### src/rtl/ysyx_23060124_alu_dispatch.sv
// RV32I integer decode into a one-hot ALU micro-op, registered behind a
// valid/ready handshake with one output register and one skid entry.
`timescale 1ns/1ps

module ysyx_23060124_alu_dispatch #(
    parameter int OPT_WIDTH = 13
) (
    input  logic                 clock,
    input  logic                 reset,
    input  logic                 in_valid,
    output logic                 in_ready,
    input  logic [31:0]          in_inst,
    input  logic [31:0]          in_pc,
    input  logic [31:0]          in_rs1_data,
    input  logic [31:0]          in_rs2_data,
    output logic                 out_valid,
    input  logic                 out_ready,
    output logic [31:0]          out_src1,
    output logic [31:0]          out_src2,
    output logic [OPT_WIDTH-1:0] out_opt,
    output logic                 out_if_unsigned,
    output logic [4:0]           out_rd,
    output logic                 out_wen,
    output logic                 out_is_branch,
    output logic                 out_illegal
);

    localparam logic [6:0] OPC_OP     = 7'b0110011;
    localparam logic [6:0] OPC_OP_IMM = 7'b0010011;
    localparam logic [6:0] OPC_LUI    = 7'b0110111;
    localparam logic [6:0] OPC_AUIPC  = 7'b0010111;
    localparam logic [6:0] OPC_BRANCH = 7'b1100011;

    localparam logic [6:0] F7_BASE = 7'b0000000;
    localparam logic [6:0] F7_ALT  = 7'b0100000;

    localparam logic [OPT_WIDTH-1:0] OPT_NONE = OPT_WIDTH'(9'h000);
    localparam logic [OPT_WIDTH-1:0] OPT_ADD  = OPT_WIDTH'(9'h001);
    localparam logic [OPT_WIDTH-1:0] OPT_SUB  = OPT_WIDTH'(9'h002);
    localparam logic [OPT_WIDTH-1:0] OPT_AND  = OPT_WIDTH'(9'h004);
    localparam logic [OPT_WIDTH-1:0] OPT_OR   = OPT_WIDTH'(9'h008);
    localparam logic [OPT_WIDTH-1:0] OPT_XOR  = OPT_WIDTH'(9'h010);
    localparam logic [OPT_WIDTH-1:0] OPT_SLL  = OPT_WIDTH'(9'h020);
    localparam logic [OPT_WIDTH-1:0] OPT_SRL  = OPT_WIDTH'(9'h040);
    localparam logic [OPT_WIDTH-1:0] OPT_SRA  = OPT_WIDTH'(9'h080);
    localparam logic [OPT_WIDTH-1:0] OPT_SLT  = OPT_WIDTH'(9'h100);

    typedef struct packed {
        logic [31:0]          src1;
        logic [31:0]          src2;
        logic [OPT_WIDTH-1:0] opt;
        logic                 if_unsigned;
        logic [4:0]           rd;
        logic                 wen;
        logic                 is_branch;
        logic                 illegal;
    } uop_t;

    logic [6:0]  opcode;
    logic [2:0]  funct3;
    logic [6:0]  funct7;
    logic [4:0]  rd;
    logic [31:0] imm_i;
    logic [31:0] imm_u;
    logic [31:0] shamt;

    assign opcode = in_inst[6:0];
    assign funct3 = in_inst[14:12];
    assign funct7 = in_inst[31:25];
    assign rd     = in_inst[11:7];
    assign imm_i  = {{20{in_inst[31]}}, in_inst[31:20]};
    assign imm_u  = {in_inst[31:12], 12'b0};
    assign shamt  = {27'b0, in_inst[24:20]};

    uop_t dec;
    logic legal;
    logic writes_rd;

    always_comb begin
        dec       = '0;
        legal     = 1'b0;
        writes_rd = 1'b0;
        case (opcode)
            OPC_OP: begin
                dec.src1  = in_rs1_data;
                dec.src2  = in_rs2_data;
                writes_rd = 1'b1;
                if (funct7 == F7_BASE) begin
                    legal = 1'b1;
                    case (funct3)
                        3'b000:  dec.opt = OPT_ADD;
                        3'b001:  dec.opt = OPT_SLL;
                        3'b010:  dec.opt = OPT_SLT;
                        3'b011: begin
                            dec.opt         = OPT_SLT;
                            dec.if_unsigned = 1'b1;
                        end
                        3'b100:  dec.opt = OPT_XOR;
                        3'b101:  dec.opt = OPT_SRL;
                        3'b110:  dec.opt = OPT_OR;
                        default: dec.opt = OPT_AND;
                    endcase
                end else if (funct7 == F7_ALT && funct3 == 3'b000) begin
                    legal   = 1'b1;
                    dec.opt = OPT_SUB;
                end else if (funct7 == F7_ALT && funct3 == 3'b101) begin
                    legal   = 1'b1;
                    dec.opt = OPT_SRA;
                end
            end
            OPC_OP_IMM: begin
                dec.src1  = in_rs1_data;
                dec.src2  = imm_i;
                writes_rd = 1'b1;
                legal     = 1'b1;
                case (funct3)
                    3'b000: dec.opt = OPT_ADD;
                    3'b010: dec.opt = OPT_SLT;
                    3'b011: begin
                        dec.opt         = OPT_SLT;
                        dec.if_unsigned = 1'b1;
                    end
                    3'b100: dec.opt = OPT_XOR;
                    3'b110: dec.opt = OPT_OR;
                    3'b111: dec.opt = OPT_AND;
                    3'b001: begin
                        // immediate shifts carry only a 5-bit shamt; upper bits must be clean
                        dec.src2 = shamt;
                        dec.opt  = OPT_SLL;
                        legal    = (funct7 == F7_BASE);
                    end
                    default: begin
                        dec.src2 = shamt;
                        dec.opt  = (funct7 == F7_ALT) ? OPT_SRA : OPT_SRL;
                        legal    = (funct7 == F7_BASE) || (funct7 == F7_ALT);
                    end
                endcase
            end
            OPC_LUI: begin
                dec.src2  = imm_u;
                dec.opt   = OPT_ADD;
                writes_rd = 1'b1;
                legal     = 1'b1;
            end
            OPC_AUIPC: begin
                dec.src1  = in_pc;
                dec.src2  = imm_u;
                dec.opt   = OPT_ADD;
                writes_rd = 1'b1;
                legal     = 1'b1;
            end
            OPC_BRANCH: begin
                dec.src1      = in_rs1_data;
                dec.src2      = in_rs2_data;
                dec.is_branch = 1'b1;
                legal         = 1'b1;
                case (funct3)
                    3'b000, 3'b001: dec.opt = OPT_SUB;
                    3'b100, 3'b101: dec.opt = OPT_SLT;
                    3'b110, 3'b111: begin
                        dec.opt         = OPT_SLT;
                        dec.if_unsigned = 1'b1;
                    end
                    default: legal = 1'b0;
                endcase
            end
            default: legal = 1'b0;
        endcase

        if (!legal) begin
            dec         = '0;
            dec.opt     = OPT_NONE;
            dec.illegal = 1'b1;
        end
        dec.rd  = rd;
        dec.wen = legal && writes_rd && (rd != 5'd0);
    end

    uop_t out_q;
    uop_t skid_q;
    logic skid_full;
    logic in_fire;

    assign in_fire = in_valid && in_ready;

    // in_ready mirrors !skid_full but is kept as its own flop so it is a clean register output
    always_ff @(posedge clock or posedge reset) begin
        if (reset) begin
            out_q     <= '0;
            skid_q    <= '0;
            out_valid <= 1'b0;
            skid_full <= 1'b0;
            in_ready  <= 1'b1;
        end else if (!out_valid || out_ready) begin
            if (skid_full) begin
                out_q     <= skid_q;
                out_valid <= 1'b1;
                skid_full <= 1'b0;
                in_ready  <= 1'b1;
            end else if (in_fire) begin
                out_q     <= dec;
                out_valid <= 1'b1;
            end else begin
                out_valid <= 1'b0;
            end
        end else if (in_fire) begin
            skid_q    <= dec;
            skid_full <= 1'b1;
            in_ready  <= 1'b0;
        end
    end

    assign out_src1        = out_q.src1;
    assign out_src2        = out_q.src2;
    assign out_opt         = out_q.opt;
    assign out_if_unsigned = out_q.if_unsigned;
    assign out_rd          = out_q.rd;
    assign out_wen         = out_q.wen;
    assign out_is_branch   = out_q.is_branch;
    assign out_illegal     = out_q.illegal;

endmodule

### config.mk
export PLATFORM = sky130hd
export DESIGN_NAME = ysyx_23060124_alu_dispatch
export DESIGN_NICKNAME = d
export VERILOG_FILES = /design/src/rtl/ysyx_23060124_alu_dispatch.sv
export SDC_FILE = /design/constraint.sdc
export NUM_CORES = 1
export LEC_CHECK = 0
export BUFFER_PORTS_ARGS = -buffer_cell sky130_fd_sc_hd__buf_2
export CAP_MARGIN = 20
export CELL_PAD_IN_SITES_DETAIL_PLACEMENT = 0
export CELL_PAD_IN_SITES_GLOBAL_PLACEMENT = 1
export CORE_MARGIN = 3
export CORE_UTILIZATION = 25
export CTS_CLUSTER_DIAMETER = 30
export DETAILED_ROUTE_END_ITERATION = 6
export PLACE_DENSITY_LB_ADDON = 0.1
export SYNTH_ARGS = -nofsm -noshare
export SYNTH_HDL_FRONTEND = slang
export SYNTH_SLANG_ARGS = --single-unit
export TNS_END_PERCENT = 10
### constraint.sdc
create_clock -name clock -period 5.15 [get_ports clock]
set_input_delay 1.03 -clock clock [delete_from_list [all_inputs] [get_ports clock]]
set_output_delay 1.03 -clock clock [all_outputs]
set_load 0.03 [all_outputs]
Word level (Yosys, flattened, before mapping)
Cells that the tools add are included.

$add $sub $neg: 0. Multipliers: 0. Divide/modulo/power cells: 0. Magnitude comparators: 0. Equality and inequality tests: 14. Shift operators: 0. Mux-type cells: 32. Bitwise gates (word level): 1. Reduce and logical (&&, ||, !) cells: 25.

Operator list (count): 2-to-1 mux 86 bit (3); case mux 45 bit (4 select lines) (1); case mux 9 bit (6 select lines) (2); case mux 32 bit (2 select lines) (1); 2-to-1 mux 32 bit (1); 2-to-1 mux 8 bit (3); == test 7 x 6 -> 1 bit, second input constant (3); case mux 9 bit (2 select lines) (1); 2-to-1 mux 1 bit (16); == test 7 x 5 -> 1 bit, second input constant (2); 2-to-1 mux 13 bit (1); == test 3 bit, second input constant (4); OR reduction 6 bit (2); OR reduction 2 bit (4); OR reduction 4 bit (2); == test 7 bit, second input constant (1); logical NOT 7 bit (1); == test 3 x 2 -> 1 bit, second input constant (2); AND reduction 2 bit (3); logical AND 1 bit (5); nonzero test 5 bit (1); case mux 1 bit (4 select lines) (1); nonzero test 2 bit (2); == test 3 x 1 -> 1 bit, second input constant (1); other kinds (8) (9).

Bits in registers: 175. Latch bits: 0. RAM bits: 0. Memory bits (read-only): 0. Output and inout bits: 88. Word-level logic and storage cells: 91. Memories: 0.

Depth between registers and ports, before layout
Gate-level depths: netlist of run 1.

Word-level depth: 10. Gate-level depth with buffers: 8.

Worst setup path before layout of run 1
No wires, ideal clock.

Path type: input port to flip-flop. Start: input in_inst[5]. End: register skid_q[61] (netlist bit). Library setup time: 0.134 ns. Arrival: 2.301 ns. Setup slack: 2.715 ns. Stages on the path: 8. Path buffers: 3. Cell sequence: buf_4 > and3b_1 > nand3_1 > o21ai_1 > a31oi_4 > buf_2 > buf_2 > o31ai_1.

Cells in the longest elaborated chain, start to end: 4. Elaborated cells between the ends (all ways): 10. Those cells by class: 5 x eq/ne; 3 x mux; 2 x reduce/logical.

RTL lines: start, declared (RTL line 12) `input logic [31:0] in_inst,`; == test 7 x 5 -> 1 bit (tied with other cells) (RTL line 83) `case (opcode)`; OR reduction 2 bit (no line) or OR reduction 3 bit (tied branches); case mux 1 bit (4 select lines) or case mux 32 bit (2 select lines) (tied branches) (RTL line 83); 2-to-1 mux 86 bit (*) (RTL line 170) `if (!legal) begin`; end signal, assigned (RTL line 190) `skid_q <= '0;`; end signal, assigned (RTL line 207) `skid_q <= dec;`; end, declared (RTL line 180) `uop_t skid_q;`.

Mark *: on every way between the ends. The rest lies on a longest branch, timed or not. A chain may end at the register's enable or synchronous reset.

Worst setup path after layout of run 1
Start: input in_inst[6]. End: register out_q, in the netlist out_src2[26].

Cells in the longest elaborated chain, start to end: 6. Elaborated cells between the ends (all ways): 11. Those cells by class: 5 x eq/ne; 5 x mux; 1 x reduce/logical.

RTL lines: == test 7 x 5 -> 1 bit or == test 7 x 6 -> 1 bit (tied branches) (RTL line 83); OR reduction 2 bit (no line); case mux 45 bit (4 select lines) or case mux 1 bit (4 select lines) (tied branches) (RTL line 83); 2-to-1 mux 86 bit (*) (RTL line 170); 2-to-1 mux 86 bit (*) (RTL line 200) `end else if (in_fire) begin`; 2-to-1 mux 86 bit (*) (RTL line 195) `if (skid_full) begin`; end signal, assigned (RTL line 196) `out_q <= skid_q;`; end, declared (RTL line 179) `uop_t out_q;`.

Mark *: on every way between the ends. The rest lies on a longest branch, timed or not. The select of a mux whose other input is x is not followed.

==> run_results.csv, run 1 <==
group,metric,value,unit
floorplanning,die_w,183.8,µm
cells_and_area,ff_latch_area,4184,µm²
route,routedWlPerCell,20.83,µm
run_status,outcome,"complete, no violations",
global_routing,grt-ovfl-total,0,
global_routing,antenna_found_initial,4,
synth,synth-seq-cells,167,
power,ir_worst_vdd,0.2059,mV
clock_network,cts_hold_buf,0,
cells_and_area,design_area,9858,µm²
setup_path,r2r_start,"skid_full",
synth,syn_inst,807,
power,seqPwrFrac,47.2,%
clock_network,clk_latency,0.42,ns
floorplanning,die_area,33790,µm²
synth,synth_area_per_cell,9.796,µm²
clock_network,cts_sinks,167,
cells_and_area,n_fill_cell,3263,
synth,synth_warnings,0,
route,avgViaCountPerCell,5.107,
sta,tns,0,ns
place,place_hpwl,18090,µm
floorplanning,coreArea,30910,µm²
cells_and_area,final_cell_mix,"buf_2, nand2_1, dfrtp_1, o31ai_1, nand3_1",
route,ant_nets,0,
sta,setup_viol,0,
global_routing,gr-usage-all-layers,16.96,%
power,pwr-share-clk,47.9,%
power,internal_power,2.094,mW
flow_run,drv_cap,0,
route,dr_total_vias,7038,
cells_and_area,diodes,0,
synth,synth-edff-count,0,
synth,synth-async-reset-ratio,100.0,%
global_routing,grt_max_degree,168,
power,switchingPower,0.6826,mW
clock_network,cts_tree,"built",
worst_hold_path,hp-class,"register to register",
power,p_per_area,281.6,nW/µm²
setup_path,r2r_slack,2.38,ns
synth,ys.flop_type,"dfrtp_1",
place,gp_congestion,0.7539,
cells_and_area,layout.cells.most_common,"buf_2",
global_routing,grt_pass1_wl,44220,µm
sta,period_minus_slack,3.033,ns
setup_path,r2r-end,"out_src2[26]",
power,swShare,24.59,%
floorplanning,ios,220,
sta,relSlewSlack,31.92,%
synth,synth_cell_types,49,
setup_path,critical_path_class,"input pin to register",
sta,drv_slew,0,
sta,period_share,58.90,%
route,drt_wl_total,28700,µm
clock_network,cts-root-buf,"clkbuf_16",
setup_path,setup.worst_path.start,"in_inst[6]",
sta,worst_pin_slew,1.021,ns
route,first_iter_violations,430,
cells_and_area,multi_input_area,3368,µm²
power,p_leak,4.409,nW
synth,synth_top_cell_by_area,"dfrtp_1",
setup_path,worstSetupEndpoint,"out_src2[26]",
clock_network,clk_pin_slew,0.07,ns
setup_path,reg2reg_depth,4,
setup_path,critPathCaptureType,"register",
clock_network,cts_resized,0,
cells_and_area,syn_to_final_growth,24.71,%
place,portBuffers,215,
setup_path,crit_required,5.47,ns
floorplanning,start_util,25.57,%
clock_network,clock_path_buffers,2,
setup_path,path_max_fanout,21,
route,dr.pass1.iters,5,
cells_and_area,final_nets,1102,
sta,max_freq,0.3297,GHz
synth,synth_area,7905,µm²
sta,grt_setup_unrepaired,"no",
synth,ys_seq_area_share,52.88,%
clock_network,cts-buffers-inserted,17,
global_routing,grt_pass1_vias,7011,
setup_path,cp.arrival,3.35,ns
clock_network,h-tree-depth,4,
sta,final_hold_viol_count,0,
place,place_area,9273,µm²
cells_and_area,drive_gt1_share,28.31,%
sta,fin_skew,0.009938,ns
synth,yosys.area.top_type_share,52.55,%
setup_path,cp-start-kind,"input pin",
route,drcViolationCount,0,
power,power_frac_comb,4.9,%
synth,yosys-top-cells-area,"dfrtp_1, nand2_1, o31ai_1",
clock_network,post-cts-setup-buffers,0,
floorplanning,die_h,183.8,µm
floorplanning,core.rowCount,64,
[critical path, stage by stage]
cell      delay [ns]
buf_2           0.11
nand2b_1        0.40
nor4_4          0.47
and2_1          0.85
a221oi_1        0.16
o311ai_1        0.33
[worst min path at each step]
stage                     startpoint          to  slack [ns]  depth (start not counted)
after floorplan           skid_q[11]  skid_q[11]        0.44                          2
after global placement    skid_q[11]  skid_q[11]        0.45                          2
after detailed placement  skid_q[24]  skid_q[24]        0.46                          2
after CTS                 skid_q[24]  skid_q[24]        0.47                          2
after global routing      skid_q[22]  skid_q[22]        0.49                          2
final                     skid_q[23]  skid_q[23]        0.47                          2
[cell type report]
cell class,instances,area share (%)
flip-flops and latches,167,42.44
multi-input cells,552,34.17
repair buffers,228,12.24
well taps,396,5.026
clock buffers,19,4.493
clock inverters,12,1.447
inverters,4,0.1904
[registers in the layout (all words and copies together), names as in the netlist, 5 cells and up]
| signal | count |
|---|---|
| out_src2 | 32 |
| out_rd | 5 |
| out_src1 | 32 |
| skid_q | 82 |
| out_opt | 9 |
[through the flow]
step | setup WS (ns) | instances | hold slack, ns | power (mW) | utilization, %
4_1_cts | 2.128 | 1378 | 0.4725 | 2.825 | 31.89
6_report | 2.117 | 1378 | 0.4683 | 2.776 | 31.89
3_3_place_gp | 1.714 | 1346 | 0.4530 | 1.478 | 29.91
3_5_place_dp | 1.670 | 1347 | 0.4580 | 1.476 | 30.00
2_1_floorplan | 1.994 | 810 | 0.4384 | 1.395 | -
5_1_grt | 1.890 | 1378 | 0.4911 | 2.890 | 31.89
[cells by family (layout without fill, tap and decap cells)]
family / after synthesis / after routing / share of synthesized area [%]
other: 1 / 4 / 0.04744
AOI/OAI and AO/OA: 252 / 252 / 24.01
buffers and inverters: 91 / 263 / 5.160
muxes: 6 / 6 / 0.7756
and+or+nand+nor: 290 / 290 / 17.13
DFF: 167 / 167 / 52.88
[power by group through the flow]
stage | clock (mW) | sequential, mW | combinational, mW
global placement | 0 | 1.34 | 0.141
finish | 1.33 | 1.31 | 0.137
global route | 1.43 | 1.31 | 0.153
detailed placement | 0 | 1.34 | 0.140
floorplan | 0 | 1.34 | 0.0584
CTS | 1.37 | 1.31 | 0.140
[cell usage after synthesis, types with 2 or more instances]
library cell    n
o21ai_1         3
and2_1          2
o21a_1          2
buf_2          17
nand4_1         5
buf_1           2
or2_2           2
inv_1           4
nand3_1        65
or4_1           2
buf_4          12
and3b_1         2
nor2_1         12
nor2b_1         2
a221oi_1       20
dfrtp_1       166
o21ai_0        20
nand2_1       166
o311ai_1       39
and3_1         15
o31ai_1        75
mux2i_1         5
a31oi_1         3
nand2b_1        4
clkbuf_1       56
o311ai_0       20
nand3b_1        2
a22oi_1        43
a21oi_1        21
[metal layers]
layer  vias to the layer above  track usage, %  share of wire [%]
li1                       3366               -                  -
met1                      3445           24.50                 48
met2                       197           26.12                 45
met3                        22           3.858                5.8
met4                         8           3.598               0.78
met5                         -               0               0.17
No activity file was read; power rests on OpenSTA's default activity.
==> inputs of run 2 (changes only) <==
==> constraint.sdc (replaced) <==
create_clock -name clock -period 2.9 [get_ports clock]
set_input_delay 0.58 -clock clock [delete_from_list [all_inputs] [get_ports clock]]
set_output_delay 0.58 -clock clock [all_outputs]
set_load 0.03 [all_outputs]
==> run 2 against run 1 <==
Compared with the run above:
- final area is 2.5% higher
- wire length fell by 1.3%
- critical endpoint is now out_src2[1]
- largest power group unchanged
- total power grew 78%
- clock power is 77% higher
- combinational power grew 83%
- count of clock-buffer cells in the layout down 1
- critical path type is now register to register
- global-route usage shrank 0.69 points
==> run_results.csv, run 2 (synthesized netlist as in run 1, its figures left out) <==
group,metric,value,unit
run_status,outcome,"complete, no violations",
global_routing,gr-usage-all-layers,16.27,%
route,ant_nets,0,
worst_hold_path,hp-class,"input pin to async pin",
setup_path,path_max_fanout,29,
route,drcViolationCount,0,
cells_and_area,final_cells,1399,
sta,fin_ws,0.7532,ns
cells_and_area,drive_gt1_share,29.70,%
setup_path,reg2reg_depth,5,
global_routing,grt_pass1_wl,42790,µm
floorplanning,start_util,25.57,%
power,switchingPower,1.261,mW
power,p_leak,4.561,nW
clock_network,cts-root-buf,"clkbuf_16",
route,dr_total_vias,7139,
route,routedWlPerCell,20.25,µm
route,dr.pass1.iters,5,
cells_and_area,syn_to_final_growth,27.83,%
place,pre_cts_ws,0.5331,ns
power,internal_power,3.676,mW
clock_network,clock_path_buffers,2,
place,dp.cells,1364,
power,pwr-share-clk,47.8,%
setup_path,cp.arrival,2.47,ns
clock_network,clk_latency,0.43,ns
global_routing,grt_max_degree,105,
clock_network,h-tree-depth,4,
floorplanning,die_h,183.8,µm
power,swShare,25.55,%
cells_and_area,final_nets,1119,
floorplanning,core.rowCount,64,
power,power_frac_comb,5.1,%
clock_network,cts_tree,"built",
sta,final_hold_viol_count,0,
global_routing,antenna_found_initial,7,
route,first_iter_violations,449,
sta,period_minus_slack,2.147,ns
place,portBuffers,215,
global_routing,grt_pass1_vias,6877,
sta,drv_slew,0,
sta,grt_setup_unrepaired,"no",
global_routing,grt-ovfl-total,0,
route,drt_wl_total,28330,µm
setup_path,critPathCaptureType,"register",
place,place_hpwl,18640,µm
power,power,4.937,mW
clock_network,clk_pin_slew,0.07,ns
sta,tns,0,ns
setup_path,cp-start-kind,"register",
sta,timing.hold.ws,0.2791,ns
clock_network,post-cts-setup-buffers,0,
floorplanning,die_w,183.8,µm
power,ir_worst_vdd,0.3816,mV
cells_and_area,final_cell_mix,"buf_2, nand2_1, dfrtp_1, o31ai_1, nand3_1",
floorplanning,coreArea,30910,µm²
sta,worst_pin_slew,0.7822,ns
flow_run,drv_cap,0,
clock_network,cts-buffers-inserted,17,
setup_path,crit_required,3.23,ns
cells_and_area,largest_register_ffs,82,
sta,relSlewSlack,47.85,%
floorplanning,ios,220,
cells_and_area,regMostFlops,"skid_q",
sta,fin_skew,0.01508,ns
sta,setup_viol,0,
setup_path,critical_path_class,"register to register",
clock_network,cts_sinks,167,
cells_and_area,layout.cells.most_common,"buf_2",
sta,period_share,74.03,%
power,p_per_area,488.6,nW/µm²
place,gp_congestion,0.7487,
clock_network,cts_hold_buf,0,
route,avgViaCountPerCell,5.103,
power,seqPwrFrac,47.1,%
floorplanning,die_area,33790,µm²
clock_network,cts_resized,0,
sta,max_freq,0.4658,GHz
==> run 2: cell types whose count changed in the layout (fill, tap and decap cells not counted), sizes merged <==
cell / previous run / this run
clkbuf: 19 / 18
clkinv: 2 / 1
diode: 0 / 3
bufinv: 2 / 1
inv: 7 / 13
buf: 228 / 245
clkinvlp: 5 / 3
==> run 2: through the flow <==
stage | util (%) | cell area [µm²]
6_report | 32.69 | 10100
5_1_grt | 32.68 | 10100
4_1_cts | 32.67 | 10100
3_5_place_dp | 30.75 | 9505
3_3_place_gp | 30.75 | 9505
2_1_floorplan | - | 7920
==> run 2: per-layer routing <==
metal,vias to the layer above,global-route usage [%],wire length (µm)
li1,3385,-,-
met2,189,25.22,13020
met3,21,3.898,1476
met1,3534,23.56,13580
met5,-,0,69
met4,10,2.631,173
==> run 2: final cells by class <==
class                   count  area [µm²]
fillers                  3278       20810
clock buffers              18       439.2
diodes                      3       7.507
inverters                   4       18.77
multi-input cells         552        3368
flip-flops and latches    167        4184
repair buffers            245        1439
clock inverters            14       152.6
well taps                 396       495.5
==> run 2: power groups by stage <==
stage / clock network [mW] / logic (mW) / registers [mW]
floorplan: 0 / 0.104 / 2.37
global placement: 0 / 0.259 / 2.37
detailed placement: 0 / 0.257 / 2.37
CTS: 2.43 / 0.258 / 2.33
global route: 2.52 / 0.279 / 2.33
finish: 2.36 / 0.251 / 2.33
==> run 2: final timing paths <==
path	from	to	slack, ns
setup / recovery	skid_full	out_src2[1]	0.75
hold / removal	reset	skid_q[6]	0.28
setup reg to reg	skid_full	out_src2[1]	0.75
hold reg to reg	skid_q[23]	skid_q[23]	0.47
max in group asynchronous	reset	skid_q[52]	2.07
min in group clock	in_valid	in_ready	0.37
==> run 2: worst max-delay path, cell delays in order (launching register included) <==
cell and delay, ns:
dfrtp_4 0.69, a21oi_1 0.18, or2_4 0.37, nor2_1 0.33, nand2_1 0.23, o31ai_1 0.24
==> inputs of run 3 (changes only) <==
==> constraint.sdc (replaced) <==
create_clock -name clock -period 2.1 [get_ports clock]
set_input_delay 0.42 -clock clock [delete_from_list [all_inputs] [get_ports clock]]
set_output_delay 0.42 -clock clock [all_outputs]
set_load 0.03 [all_outputs]
==> run 3 against run 2 <==
Compared with the run above:
- wire length increased by 1.1%
- critical endpoint is now out_src1[8]
- utilization is 1.0 points higher
- final area rose by 3.1%
- non-clock buffer count up 36
- setup slack worse by 0.60 ns
- sequential share of layout area down 1.2 points
- highest routed layer unchanged
- largest cell class unchanged
- count of clock-buffer cells in the layout is the same
- cell count increased by 2.4%
- hold slack lost 0.076 ns
- critical path depth shrank 1
==> run_results.csv, run 3 (synthesized netlist as in run 1, its figures left out) <==
group,metric,value,unit
setup_path,worstSetupEndpoint,"out_src1[8]",
route,routedWlPerCell,20.01,µm
cells_and_area,syn_to_final_growth,31.73,%
clock_network,cts-root-buf,"clkbuf_16",
sta,period_minus_slack,1.950,ns
setup_path,critPathBufInv,1,
setup_path,path_cells,"a21oi_1 -> or3_2 -> buf_12 -> o311ai_0",
setup_path,path_max_fanout,49,
setup_path,crit_required,2.40,ns
sta,fin_ws,0.1498,ns
route,drcViolationCount,0,
worst_hold_path,hp-class,"input pin to register",
power,power,6.870,mW
place,gp_congestion,0.7599,
global_routing,antenna_found_initial,4,
power,p_per_area,659.7,nW/µm²
clock_network,h-tree-depth,4,
run_status,outcome,"complete, no violations",
sta,setup_viol,0,
sta,max_freq,0.5128,GHz
global_routing,grt_pass1_vias,7049,
setup_path,reg2reg_depth,4,
setup_path,setup.worst_path.start,"in_ready",
place,pre_cts_ws,-0.08403,ns
cells_and_area,n_fill_cell,3213,
cells_and_area,largest_register_ffs,82,
global_routing,grt-ovfl-total,0,
clock_network,cts_sinks,167,
setup_path,critPathSlowestCell,"dfstp_2",
cells_and_area,final_cell_mix,"buf_2, nand2_1, dfrtp_1, o31ai_1, nand3_1",
floorplanning,die_area,33790,µm²
route,dr_total_vias,7133,
setup_path,r2r_slack,0.15,ns
clock_network,clock_path_buffers,2,
global_routing,grt_max_degree,97,
cells_and_area,drive_gt1_share,32.05,%
setup_path,r2r_start,"in_ready",
floorplanning,die_w,183.8,µm
setup_path,critPathCaptureType,"register",
floorplanning,core.rowCount,64,
sta,drv_slew,0,
sta,final_hold_viol_count,0,
cells_and_area,postLayoutCoreUtil,33.69,%
route,dr.pass1.iters,4,
floorplanning,coreArea,30910,µm²
sta,period_share,92.87,%
place,place_hpwl,19050,µm
clock_network,cts-buffers-inserted,17,
floorplanning,die_h,183.8,µm
global_routing,grt_pass1_wl,44440,µm
clock_network,clk_latency,0.43,ns
place,portBuffers,215,
global_routing,gr-usage-all-layers,16.93,%
setup_path,cpPeakStageDelay,0.58,ns
sta,fin_skew,0.02032,ns
route,drt_wl_total,28650,µm
setup_path,cp.arrival,2.25,ns
sta,worst_pin_slew,0.7041,ns
cells_and_area,final_nets,1155,
sta,grt_setup_unrepaired,"no",
setup_path,crit_family,"flip-flops",
power,p_leak,4.735,nW
flow_run,drv_cap,0,
route,first_iter_violations,496,
route,avgViaCountPerCell,4.981,
power,ir_worst_vdd,0.4884,mV
setup_path,cp.depth,4,
floorplanning,start_util,25.57,%
cells_and_area,diodes,0,
clock_network,cts_tree,"built",
sta,tns,0,ns
cells_and_area,regMostFlops,"skid_q",
setup_path,critical_path_class,"register to register",
sta,relSlewSlack,53.06,%
cells_and_area,layout.cells.most_common,"buf_2",
setup_path,r2r-end,"out_src1[8]",
floorplanning,ios,220,
route,ant_nets,0,
clock_network,clk_pin_slew,0.07,ns
setup_path,cp-start-kind,"register",
==> run 3: stage by stage <==
| step | area, µm² | hold slack (ns) | cells |
|---|---|---|---|
| 2_1_floorplan | 7920 | 0.4384 | 810 |
| 3_3_place_gp | 9806 | 0.4106 | 1399 |
| 3_5_place_dp | 9806 | 0.4108 | 1399 |
| 4_1_cts | 10410 | 0.1766 | 1432 |
| 5_1_grt | 10410 | 0.1897 | 1432 |
| 6_report | 10410 | 0.2032 | 1432 |
==> run 3: what timing repair did <==
item	in CTS	in global routing
endpoints found under the hold margin	5	0
setup endpoints to repair	0	1
resized for setup	0	1
buffers inserted	0	0
hold buffers	1	0
==> run 3: area by class of cell <==
| class | instances | area [µm²] | area share [%] |
|---|---|---|---|
| flip-flops and latches | 167 | 4184 | 40.18 |
| multi-input cells | 552 | 3368 | 32.34 |
| repair buffers | 281 | 1749 | 16.80 |
| well taps | 396 | 495.5 | 4.758 |
| clock buffers | 18 | 439.2 | 4.217 |
| clock inverters | 14 | 158.9 | 1.526 |
| inverters | 4 | 18.77 | 0.1802 |
==> run 3: worst min path at each step <==
| stage | endpoint | from | cells after the start |
|---|---|---|---|
| 6_report | in_ready | in_valid | 2 |
| 5_1_grt | in_ready | in_valid | 2 |
| 4_1_cts | in_ready | in_valid | 2 |
| 3_5_place_dp | out_src1[30] | reset | 2 |
| 3_3_place_gp | out_src1[30] | reset | 2 |
| 2_1_floorplan | skid_q[11] | skid_q[11] | 2 |
==> run 3: power by group <==
part	total (mW)	internal (mW)	switching (mW)
sequential	3.21	3.21	0
clock	3.27	1.73	1.54
combinational	0.386	0.161	0.225
==> run 3: per-layer routing <==
layer | track usage, % | share of wire (%) | up-vias
met2 | 25.07 | 44 | 201
met4 | 3.115 | 0.75 | 8
met5 | 0 | 0.15 | -
li1 | - | - | 3470
met1 | 25.67 | 50 | 3434
met3 | 3.581 | 5.4 | 20
